--- src/rtl/guitar_hero_pkg.sv ---
// Shared definitions for the guitar-hero scoring path: FSM encoding, streak
// multiplier thresholds and saturation limits.
package guitar_hero_pkg;

    localparam logic [1:0] ST_IDLE  = 2'd0;
    localparam logic [1:0] ST_ARMED = 2'd1;
    localparam logic [1:0] ST_SCORE = 2'd2;
    localparam logic [1:0] ST_LOCK  = 2'd3;

    localparam logic [7:0]  MULT_T1    = 8'd10;
    localparam logic [7:0]  MULT_T2    = 8'd20;
    localparam logic [7:0]  MULT_T3    = 8'd30;
    localparam logic [7:0]  STREAK_MAX = 8'd255;
    localparam logic [31:0] SCORE_MAX  = 32'hFFFF_FFFF;

    // Multiplier applied to a hit, given the streak including that hit.
    function automatic logic [2:0] streak_mult(input logic [7:0] s);
        if (s < MULT_T1)      return 3'd1;
        else if (s < MULT_T2) return 3'd2;
        else if (s < MULT_T3) return 3'd3;
        else                  return 3'd4;
    endfunction

endpackage

--- src/rtl/sync_edge.sv ---
// Two-flop synchronizer for an asynchronous input, plus a one-cycle pulse on
// each synchronized 0->1 transition.
module sync_edge (
    input  logic clock,
    input  logic reset,
    input  logic d,
    output logic sync,
    output logic rise
);

    logic meta;
    logic q;
    logic q_d;

    // NOTE: sequential state uses non-blocking assignments so all three flops
    // sample the values from before the edge, forming a true shift chain.
    always_ff @(posedge clock) begin
        if (reset) begin
            meta <= 1'b0;
            q    <= 1'b0;
            q_d  <= 1'b0;
        end else begin
            meta <= d;
            q    <= meta;
            q_d  <= q;
        end
    end

    assign sync = q;
    assign rise = q & ~q_d;

endmodule

--- src/rtl/strum_judge.sv ---
// Scoring sequencer: debounces the strum, opens a gameclk-timed hit window,
// judges fret buttons against the note lanes and keeps score and streak.
module strum_judge
    import guitar_hero_pkg::*;
#(
    parameter int          DEBOUNCE_CYCLES = 4,
    parameter int          WINDOW_TICKS    = 2,
    parameter logic [31:0] BASE_POINTS     = 32'd10
) (
    input  logic        clock,
    input  logic        reset,
    input  logic        enable,
    input  logic        gameclk,
    input  logic        strum,
    input  logic [3:0]  buttons,
    input  logic [3:0]  intersections,
    output logic [31:0] score,
    output logic [7:0]  streak,
    output logic        hit_pulse,
    output logic        miss_pulse
);

    localparam logic [19:0] DEB_LAST = 20'(DEBOUNCE_CYCLES - 1);
    localparam logic [3:0]  WIN_LAST = 4'(WINDOW_TICKS);

    logic       tick;
    logic       strum_sync;
    logic [3:0] buttons_sync;
    logic [5:0] unused_rise;

    sync_edge u_gameclk (.clock(clock), .reset(reset), .d(gameclk), .sync(unused_rise[5]), .rise(tick));
    sync_edge u_strum   (.clock(clock), .reset(reset), .d(strum),   .sync(strum_sync),     .rise(unused_rise[4]));

    for (genvar i = 0; i < 4; i++) begin : g_btn
        sync_edge u_btn (.clock(clock), .reset(reset), .d(buttons[i]), .sync(buttons_sync[i]), .rise(unused_rise[i]));
    end

    logic [1:0]  state;
    logic [19:0] deb_cnt;
    logic [3:0]  tick_cnt;
    logic        judged_hit;

    logic        match;
    logic        deb_done;
    logic [7:0]  streak_new;
    logic [34:0] score_sum;
    logic [31:0] score_new;

    assign match    = (intersections != 4'd0) && (buttons_sync == intersections);
    assign deb_done = (deb_cnt == DEB_LAST);

    // NOTE: every combinational output is assigned on every path, so no latch
    // can be inferred.
    always_comb begin
        streak_new = (streak == STREAK_MAX) ? streak : streak + 8'd1;
        score_sum  = 35'(score) + 35'(BASE_POINTS) * 35'(streak_mult(streak_new));
        score_new  = (score_sum > 35'(SCORE_MAX)) ? SCORE_MAX : score_sum[31:0];
    end

    always_ff @(posedge clock) begin
        if (reset) begin
            state      <= ST_IDLE;
            deb_cnt    <= 20'd0;
            tick_cnt   <= 4'd0;
            judged_hit <= 1'b0;
            score      <= 32'd0;
            streak     <= 8'd0;
            hit_pulse  <= 1'b0;
            miss_pulse <= 1'b0;
        end else begin
            hit_pulse  <= 1'b0;
            miss_pulse <= 1'b0;
            if (!enable) begin
                state    <= ST_IDLE;
                deb_cnt  <= 20'd0;
                tick_cnt <= 4'd0;
            end else begin
                case (state)
                    ST_IDLE: begin
                        if (!strum_sync) begin
                            deb_cnt <= 20'd0;
                        end else if (deb_done) begin
                            deb_cnt  <= 20'd0;
                            tick_cnt <= 4'd0;
                            if (match) begin
                                judged_hit <= 1'b1;
                                state      <= ST_SCORE;
                            end else begin
                                state <= ST_ARMED;
                            end
                        end else begin
                            deb_cnt <= deb_cnt + 20'd1;
                        end
                    end
                    ST_ARMED: begin
                        // A match beats a window expiry landing on the same cycle.
                        if (match) begin
                            judged_hit <= 1'b1;
                            state      <= ST_SCORE;
                        end else if (tick) begin
                            if (tick_cnt + 4'd1 == WIN_LAST) begin
                                judged_hit <= 1'b0;
                                state      <= ST_SCORE;
                            end else begin
                                tick_cnt <= tick_cnt + 4'd1;
                            end
                        end
                    end
                    ST_SCORE: begin
                        tick_cnt <= 4'd0;
                        deb_cnt  <= 20'd0;
                        state    <= ST_LOCK;
                        if (judged_hit) begin
                            streak    <= streak_new;
                            score     <= score_new;
                            hit_pulse <= 1'b1;
                        end else begin
                            streak     <= 8'd0;
                            miss_pulse <= 1'b1;
                        end
                    end
                    default: begin
                        // LOCK: wait for a debounced release so a held strum scores once.
                        if (strum_sync) begin
                            deb_cnt <= 20'd0;
                        end else if (deb_done) begin
                            deb_cnt <= 20'd0;
                            state   <= ST_IDLE;
                        end else begin
                            deb_cnt <= deb_cnt + 20'd1;
                        end
                    end
                endcase
            end
        end
    end

endmodule

--- config.mk ---
export PLATFORM = sky130hd
export DESIGN_NAME = strum_judge
export DESIGN_NICKNAME = d
export VERILOG_FILES = /design/src/rtl/guitar_hero_pkg.sv /design/src/rtl/sync_edge.sv /design/src/rtl/strum_judge.sv
export SDC_FILE = /design/constraint.sdc
export NUM_CORES = 1
export LEC_CHECK = 0
export CORE_ASPECT_RATIO = 2
export CORE_MARGIN = 5
export CORE_UTILIZATION = 50
export CTS_CLUSTER_DIAMETER = 120
export CTS_CLUSTER_SIZE = 14
export DETAILED_ROUTE_END_ITERATION = 12
export MAX_ROUTING_LAYER = met4
export PLACE_DENSITY = 0.76
export SLEW_MARGIN = 20
export SYNTH_ARGS = -nofsm -noshare
export SYNTH_HDL_FRONTEND = slang
export SYNTH_SLANG_ARGS = --single-unit
--- constraint.sdc ---
create_clock -name clock -period 4.2 [get_ports clock]
set_input_delay 0.63 -clock clock [delete_from_list [all_inputs] [get_ports clock]]
set_output_delay 0.63 -clock clock [all_outputs]
set_load 0.01 [all_outputs]
# [Word-level counts from Yosys, hierarchy flattened]
# Index checks and enable logic that the tools add are counted.
[op_classes] n_addsub=4 mul=1 div_mod_pow=0 n_lt_le_gt_ge=4 eq_ne=15 shift=0 muxes=34 bitwise_logic=4 reduce_logical=13
[op_table] op="20-bit two-way mux" n=3
[op_table] op="20-bit case mux with 3 select lines" n=1
[op_table] op="32-bit by 7-bit adder with 33-bit output" n=1
[op_table] op="33-bit by 32-bit greater-than comparator with 1-bit output (second input constant)" n=1
[op_table] op="32-bit two-way mux" n=1
[op_table] op="20-bit by 1-bit adder with 20-bit output (second input constant)" n=1
[op_table] op="20-bit by 2-bit == test with 1-bit output (second input constant)" n=1
[op_table] op="4-bit two-way mux" n=5
[op_table] op="8-bit by 5-bit < comparator with 1-bit output (second input constant)" n=2
[op_table] op="2-bit two-way mux" n=8
[op_table] op="8-bit two-way mux" n=2
[op_table] op="4-bit case mux with 3 select lines" n=1
[op_table] op="6-bit AND reduction" n=2
[op_table] op="2-bit != test (second input constant)" n=5
[op_table] op="3-bit two-way mux" n=3
[op_table] op="8-bit by 1-bit adder with 8-bit output (second input constant)" n=1
[op_table] op="8-bit == test (second input constant)" n=1
[op_table] op="8-bit by 4-bit < comparator with 1-bit output (second input constant)" n=1
[op_table] op="1-bit two-way mux" n=8
[op_table] op="7-bit AND reduction" n=1
[op_table] op="3-bit by 3-bit multiplier with 6-bit output (first input constant)" n=1
[op_table] op="3-bit != test (second input constant)" n=2
[op_table] op="2-bit case mux with 3 select lines" n=1
[op_table] op="3-bit nonzero test" n=2
[op_table] op="18 further kinds" n=20
[word_totals] reg_bits=82 latchBits=0 mem_bits_rw=0 mem_bits_ro=0 input_bits=13 out_inout_bits=42 elab_cells=96 n_memories=0

# [Longest topological paths before layout]
# Gate-level depths: netlist of run 1.
[depth] word_depth=10 depth_mapped=18 mapped_depth_nobuf=17

# [Hierarchy]
# A second synthesis of run 1 with hierarchy kept.
[hier_totals] cells_unflattened=532 hier_area_um2=4520.6
[by_module_without_submodules] module="strum_judge" instances=1 cells_per_inst=490 area_per_inst_um2=3995.1 seq_area_each_um2=1381.3
[by_module_without_submodules] module="sync_edge" instances=6 cells_per_inst=7 area_per_inst_um2=87.6 seq_area_each_um2=60.1

# [Least setup slack after synthesis of run 1]
# OpenSTA, ideal clock, no wires.
[synth_timing] kind="register to register" start="register streak[0]" end="register score[17]" setup_ns=0.116 arrival_time_ns=4.104 required_ns=4.084 setup_slack_ns=-0.021 path_stages_with_launch=18 path_buffers=1 period_less_slack_ns=4.221 path_cell_list="dfxtp_1 ha_1 clkbuf_1 nand2_1 o31ai_1 nand2_1 maj3_1 a21oi_1 o211a_1 ha_1 ha_1 ha_1 a21o_1 a21o_1 a221oi_2 nor3_1 or3_1 o211a_1"
[synth_between] elab_chain_cells=10 word_cells_on_any_way=13 classes_between="add/sub (2); mul (1); order compare (4); eq/ne (1); mux (5)"
[synth_rtl] item="from (decl)" line="strum_judge.sv:18" rtl="output logic [7:0] streak,"
[synth_rtl] item="from (signal assigned)" line="strum_judge.sv:114" rtl="streak <= streak_new;"
[synth_rtl] item="8-bit by 1-bit adder with 8-bit output / 8-bit == test (equally long branches)" line="strum_judge.sv:55" rtl="streak_new = (streak == STREAK_MAX) ? streak : streak + 8'd1;"
[synth_rtl] item="8-bit two-way mux (*)" line="strum_judge.sv:55"
[synth_rtl] item="8-bit by 5-bit < comparator with 1-bit output" line="guitar_hero_pkg.sv:20" rtl="else if (s < MULT_T3) return 3'd3;"
[synth_rtl] item="3-bit two-way mux" line="guitar_hero_pkg.sv:20"
[synth_rtl] item="3-bit two-way mux" line="guitar_hero_pkg.sv:19" rtl="else if (s < MULT_T2) return 3'd2;"
[synth_rtl] item="3-bit two-way mux (*)" line="guitar_hero_pkg.sv:18" rtl="if (s < MULT_T1) return 3'd1;"
[synth_rtl] item="3-bit by 3-bit multiplier with 6-bit output (*)" line="strum_judge.sv:56" rtl="score_sum = 35'(score) + 35'(BASE_POINTS) * 35'(streak_mult(streak_new));"
[synth_rtl] item="32-bit by 7-bit adder with 33-bit output (*)" line="strum_judge.sv:56"
[synth_rtl] item="33-bit by 32-bit greater-than comparator with 1-bit output" line="strum_judge.sv:57" rtl="score_new = (score_sum > 35'(SCORE_MAX)) ? SCORE_MAX : score_sum[31:0];"
[synth_rtl] item="32-bit two-way mux (*)" line="strum_judge.sv:57"
[synth_rtl] item="to (signal assigned)" line="strum_judge.sv:115" rtl="score <= score_new;"
[synth_rtl] item="to (decl)" line="strum_judge.sv:17" rtl="output logic [31:0] score,"
# Every way passes the cells marked *; elsewhere a longest branch is shown, timed or not.
# A chain may end at the register's enable or synchronous reset.

# [Worst setup path in the final report of run 1]
[layout_timing] start="register streak[0]" end="register score[31]"
# The elaborated chain is that of the path after synthesis.

==> results of run 1 <==
==> timing repair <==
item                                   4_1_cts  5_1_grt
buffers inserted                             0        3
setup endpoints to repair                   20       32
gates cloned                                 0        0
pin swaps                                    0        4
endpoints found under the hold margin        0        0
resized for setup                            3       13
==> routing by layer <==
layer	track usage	wire length, um	vias to the layer above
met5	-	0	-
met4	0.137	689	0
met3	0.0429	431	54
met2	0.451	6800	147
met1	0.216	4430	2049
li1	-	-	2021
==> sequential cells by signal, indices dropped and copies added (netlist names) <==
name              flops
g_btn.u_btn.meta      4
deb_cnt              20
g_btn.u_btn.sync      4
u_strum.meta          1
hit_pulse             1
u_gameclk.meta        1
streak                8
state                 2
miss_pulse            1
tick_cnt              4
judged_hit            1
u_strum.sync          1
score                32
u_gameclk.sync        1
u_gameclk.q_d         1
==> power by group through the flow <==
stage | Combinational (uW) | Sequential [uW] | Clock (uW)
floorplan | 24.5 | 802 | 0
global placement | 41.2 | 803 | 0
detailed placement | 42.8 | 803 | 0
CTS | 42.8 | 785 | 812
global route | 46.3 | 784 | 844
finish | 42.5 | 784 | 793
==> final cells by class <==
class | count | area [sq um]
inverter | 16 | 60.1
timing repair buffer | 74 | 686
clock inverter | 7 | 76.3
fill | 769 | 3130
clock buffer | 9 | 225
multi-input combinational | 403 | 2700
tap | 100 | 125
sequential | 82 | 1650
==> layout by cell type (no fill, tap or decap), types with 12 or more instances in the layout <==
cell type and count:
a21oi_1 29, clkdlybuf4s50_1 53, a31oi_1 12, nor3_1 13, nand3_1 33, dfxtp_1 79
nor2b_1 20, nor2_1 51, nand2_1 34, buf_4 20, xor2_1 21, ha_1 15
o21ai_0 21, inv_1 15, xnor2_1 19, and3_1 19
==> Yosys cell counts (3+ instances only) <==
master,instances,share of area
o21ai_0,23,0.026
nand3_1,34,0.038
ha_1,17,0.048
and3_1,19,0.027
and2_1,5,0.0071
nor2_1,51,0.043
a21o_1,8,0.014
clkbuf_1,16,0.014
nor2b_1,20,0.028
xnor2_1,19,0.038
a21oi_1,31,0.035
nand4_1,9,0.013
o211a_1,3,0.0068
nand2_1,34,0.029
o211ai_1,3,0.0051
inv_1,15,0.013
o2111ai_1,3,0.0059
or3_1,6,0.0085
nor4_1,9,0.013
a311oi_2,5,0.017
buf_2,3,0.0034
nor3b_1,5,0.0085
xor2_1,21,0.042
a31oi_1,12,0.017
nor3_1,14,0.016
dfxtp_1,82,0.37
nand2b_1,4,0.0057
and4_1,3,0.0059
a22oi_1,3,0.0051
==> final timing paths <==
| check | from | end | slack (ns) | depth (start not counted) |
|---|---|---|---|---|
| worst max-delay path | streak[0]$_SDFFE_PP0P_ | score[31]$_SDFFE_PP0P_ | 0.19 | 17 |
| worst min-delay path | g_btn[1].u_btn.meta$_SDFF_PP0_ | g_btn[1].u_btn.sync$_SDFF_PP0_ | 0.44 | 1 |
| worst max register to register | streak[0]$_SDFFE_PP0P_ | score[31]$_SDFFE_PP0P_ | 0.19 | 17 |
| worst min register to register | g_btn[1].u_btn.meta$_SDFF_PP0_ | g_btn[1].u_btn.sync$_SDFF_PP0_ | 0.44 | 1 |
==> kinds of logic (layout without fill, tap and decap cells) <==
family / Yosys count / count (layout) / share of synthesized area
adder cells (fa/ha/maj): 19 / 19 / 0.0548
AND/OR/NAND/NOR: 229 / 229 / 0.278
flip-flops: 82 / 82 / 0.371
buffers and inverters: 36 / 106 / 0.0331
AO/OA/AOI/OAI: 114 / 114 / 0.182
XOR/XNOR: 40 / 40 / 0.0791
multiplexers: 1 / 1 / 0.00254
==> critical path, cell delays in order (launching register included) <==
cell       delay, ns
dfxtp_4         0.37
and3_1          0.22
buf_4           0.16
a31oi_1         0.18
a21oi_1         0.06
or3_1           0.35
a31o_2          0.26
ha_1            0.20
ha_1            0.18
ha_1            0.30
ha_4            0.31
o211ai_1        0.12
a21o_1          0.22
a2111oi_4       0.31
buf_4           0.22
nand4_1         0.15
xor2_1          0.20
o21ai_1         0.07
==> metrics by stage <==
stage / setup TNS [ns] / std cells / power (uW) / instance area, sq um
after global routing: -0.0322 / 691 / 1680 / 5520
after floorplan: 0 / 521 / 827 / 4440
after detailed placement: -0.181 / 672 / 846 / 5140
after CTS: 0 / 688 / 1640 / 5450
after global placement: 0 / 672 / 844 / 5140
final: 0 / 691 / 1620 / 5520
==> flow_summary.yaml, run 1 <==
detailed_routing:
  vias_per_cell: 6.18
  routedWlPerCell_um: 17.9
  drtAntennaViolNets: 0
  dr.pass1.iters: 4
  vias: 4271
  drc_errors: 0
  initialDrtViolationCount: 265
  wl_mm: 12.3
sta:
  fmax_ghz: 0.249
  fin_crit_sh: 0.955
  fin_ws_ns: 0.187
  hold_violations: 0
  setup_viol: 0
  tightest_slew_ns: 0.758
  period_needed_ns: 4.01
  hold_slack_ns: 0.440
  maxSlewHeadroom: 0.495
  slew_viol_final: 0
  fin_worst_skew_ns: 0.00635
cts:
  cts.path.max_buffers: 2
  htreeDepth: 3
  clock_latency_ns: 0.35
  cts.clk_slew.worst_paths_ns: 0.07
  cts_made_buffers: 9
  cts_root_buf: "clkbuf_16"
  hold_buffers: 0
  cts.sink_count: 82
  cts_tree: "done"
global_routing:
  antenna_found_initial: 0
  grt_pass1_wl_mm: 20.4
  grt_pass1_vias: 4397
  grt_use_total: 0.238
  grt_max_degree: 45
  overflow: 0
yosys:
  synth_ff_type: "dfxtp_1"
  ys_seq_elements: 82
  synthCells: 521
  synth.avg_cell_area_sq_um: 8.50
  yosysSeqAreaShare: 0.371
  synth_cell_types: 64
  synth_nets: 552
  synth_edf_count: 0
  netlist_area_sq_um: 4430
  synthArstFlopShare: 0
  yosysWarnings: 0
final_layout:
  final_core_util: 0.638
  antennaDiodeCount: 0
  layout.nets: 617
  drive_gt1_frac: 0.112
  area_growth_pct: 24.7
power_and_ir_drop:
  p_leak_uw: 0.00197
  combPwrFrac: 0.026
  irDropWorstVdd_mv: 0.291
  swShare: 0.244
  cellPowerDensity_nw_per_um2: 293
  power_switching_uw: 395
  p_seq_frac: 0.484
  p_clk_frac: 0.490
  power.internal_uw: 1220
floorplan:
  start_util: 0.512
  fp.dieH_um: 143
  ios: 55
  rows: 48
  coreArea_sq_um: 8650
  die_w_um: 76.5
  dieArea_sq_um: 11000
placed_design:
  port_buffers: 54
  hpwl_mm: 9.30
  detailedPlace.worstSlack_ns: -0.0552
  gp_congestion: 1.03
setup_path:
  arrival_ns: 4.24
  cp-end-kind: "flop"
  required_ns: 4.42
  worstSetupPathType: "flop to flop"
  path_max_fanout: 7
  worst_setup_path_start_kind: "flop"
hold_path:
  hold_path_class: "flop to flop"
run_status:
  outcome: "finished clean"
flow_run:
  cap_violations: 0
(Power assumes the default switching activity.)
==> inputs of run 2 (changes only) <==
==> constraint.sdc (replaced) <==
create_clock -name clock -period 3.4 [get_ports clock]
set_input_delay 0.51 -clock clock [delete_from_list [all_inputs] [get_ports clock]]
set_output_delay 0.51 -clock clock [all_outputs]
set_load 0.01 [all_outputs]
==> run 2 against run 1 <==
Net effect:
- the run now ends with negative setup slack left
- clock skew increased by 0.0014 ns
- clock power increased by 29%
- sequential cell count unchanged
- first-iteration DRC count increased by 16%
- power increased by 26%
- hold slack got worse by 0.0048 ns
- maximum frequency increased by 9.2%
- setup slack got worse by 0.46 ns
- critical path depth decreased by 1
- final cell count increased by 6.4%
- die area unchanged
- clock-buffer cell count unchanged
- highest routed layer unchanged
==> flow_summary.yaml, run 2 (synthesis results as in run 1) <==
setup_path:
  arrival_ns: 3.91
  path_max_fanout: 4
  critical_path.max_stage_delay_ns: 0.37
  cp-end-kind: "flop"
  worst_setup_path_start_kind: "flop"
  worstSetupPathType: "flop to flop"
  crit_path_top_delay_cell: "dfxtp_4"
  required_ns: 3.64
  path_cells: "and3_4 -> and4_4 -> a21oi_2 -> or3_4 -> a31oi_4 -> o211a_1 -> ha_2 -> ha_4 -> ha_4 -> a21o_1 -> a21o_4 -> a221oi_4 -> buf_6 -> nor3_2 -> or3_1 -> o211a_1"
detailed_routing:
  dr.pass1.iters: 4
  routedWlPerCell_um: 18.4
  initialDrtViolationCount: 307
  drc_errors: 0
  wl_mm: 13.6
  vias: 4453
  vias_per_cell: 6.06
  drtAntennaViolNets: 0
floorplan:
  ios: 55
  start_util: 0.512
  fp.dieH_um: 143
  die_w_um: 76.5
  coreArea_sq_um: 8650
  dieArea_sq_um: 11000
  rows: 48
cts:
  clock_latency_ns: 0.34
  cts.sink_count: 82
  htreeDepth: 3
  cts_tree: "done"
  cts_root_buf: "clkbuf_16"
  cts_made_buffers: 9
  cts.path.max_buffers: 2
  cts.clk_slew.worst_paths_ns: 0.07
  hold_buffers: 0
final_layout:
  regMostFlops: "score"
  layout.nets: 661
  multi_input_area_sq_um: 2990
  reg.largest.list: "score: 32 flops, deb_cnt: 20 flops, streak: 8 flops"
  area_growth_pct: 40.1
  final_common_cell: "dfxtp_1"
  drive_gt1_frac: 0.233
  antennaDiodeCount: 0
  n_fill_cell: 649
  final_core_util: 0.717
  final_cell_mix: "dfxtp_1 (77), clkdlybuf4s50_1 (53), buf_4 (53)"
  fin_area_sq_um: 6200
  largest_reg_flops: 32
  ff_latch_area_sq_um: 1650
sta:
  maxSlewHeadroom: 0.510
  slew_viol_final: 0
  rsz0062_at_grt: "yes"
  setup_viol: 32
  fin_crit_sh: 1.08
  tns_ns: -6.32
  fin_ws_ns: -0.275
  fmax_ghz: 0.272
  period_needed_ns: 3.68
  hold_violations: 0
  tightest_slew_ns: 0.735
  fin_worst_skew_ns: 0.00773
global_routing:
  grt_pass1_wl_mm: 22.0
  grt_pass1_vias: 4561
  antenna_found_initial: 0
  grt_max_degree: 37
  grt_use_total: 0.258
  overflow: 0
run_status:
  violations: "negative setup slack"
  outcome: "complete, but fails checks"
placed_design:
  post_dp_cell_area_sq_um: 5550
  port_buffers: 54
  gp_congestion: 0.989
  hpwl_mm: 9.31
power_and_ir_drop:
  cellPowerDensity_nw_per_um2: 329
  irDropWorstVdd_mv: 0.273
  p_leak_uw: 0.00234
flow_run:
  cap_violations: 0
hold_path:
  hold_path_class: "flop to flop"
run 2: changes by cell type in the layout (fill, tap and decap cells not counted), sizes merged:
cell    previous run  this run
buf               21        65
inv               20        19
bufinv             0         1
run 2: where the power goes:
part / switching [uW] / total (uW) / internal [uW]
clock network: 436 / 1020 / 583
logic: 29.4 / 52.5 / 23.2
registers: 2.32 / 968 / 965
run 2: per-stage QoR:
| stage | total power (uW) | hold slack (ns) | cells | setup WS, ns |
|---|---|---|---|---|
| 2_1_floorplan | 1020 | 0.414 | 521 | -0.306 |
| 3_3_place_gp | 1040 | 0.419 | 708 | -0.249 |
| 3_5_place_dp | 1040 | 0.422 | 708 | -0.354 |
| 4_1_cts | 2050 | 0.438 | 730 | -0.222 |
| 5_1_grt | 2110 | 0.459 | 735 | -0.403 |
| 6_report | 2040 | 0.435 | 735 | -0.275 |
run 2: worst paths after layout:
kind / slack (ns) / end / startpoint / cells after the start
max: -0.28 / score[17]$_SDFFE_PP0P_ / streak[1]$_SDFFE_PP0P_ / 16
min: 0.44 / g_btn[0].u_btn.sync$_SDFF_PP0_ / g_btn[0].u_btn.meta$_SDFF_PP0_ / 1
max reg2reg: -0.28 / score[17]$_SDFFE_PP0P_ / streak[1]$_SDFFE_PP0P_ / 16
min reg2reg: 0.44 / g_btn[0].u_btn.sync$_SDFF_PP0_ / g_btn[0].u_btn.meta$_SDFF_PP0_ / 1
run 2: repair_timing:
action,in CTS,in global routing
setup endpoints to repair,32,32
setup buffers,7,5
resized for setup,39,21
pin swaps,33,21
run 2: area by class of cell:
class                      instances  area share
tap                              100      0.0202
inverter                          16     0.00968
clock buffer                       9      0.0363
sequential                        82       0.266
timing repair buffer             118       0.172
multi-input combinational        403       0.482
clock inverter                     7      0.0133
run 2: worst max-delay path: cells and delay by family, from the launching register on:
kind | cells | cell delay (ns)
AO/OA/AOI/OAI | 7 | 1.27
adder cells (fa/ha/maj) | 3 | 0.60
buffers and inverters | 1 | 0.16
flip-flops | 1 | 0.37
AND/OR/NAND/NOR | 5 | 1.18
run 2: routing by layer:
metal / GRT usage / up-vias / part of all wire
met5: - / - / 0
met4: 0.144 / 0 / 0.043
met3: 0.0511 / 50 / 0.031
met2: 0.489 / 135 / 0.57
met1: 0.234 / 2156 / 0.36
li1: - / 2112 / -
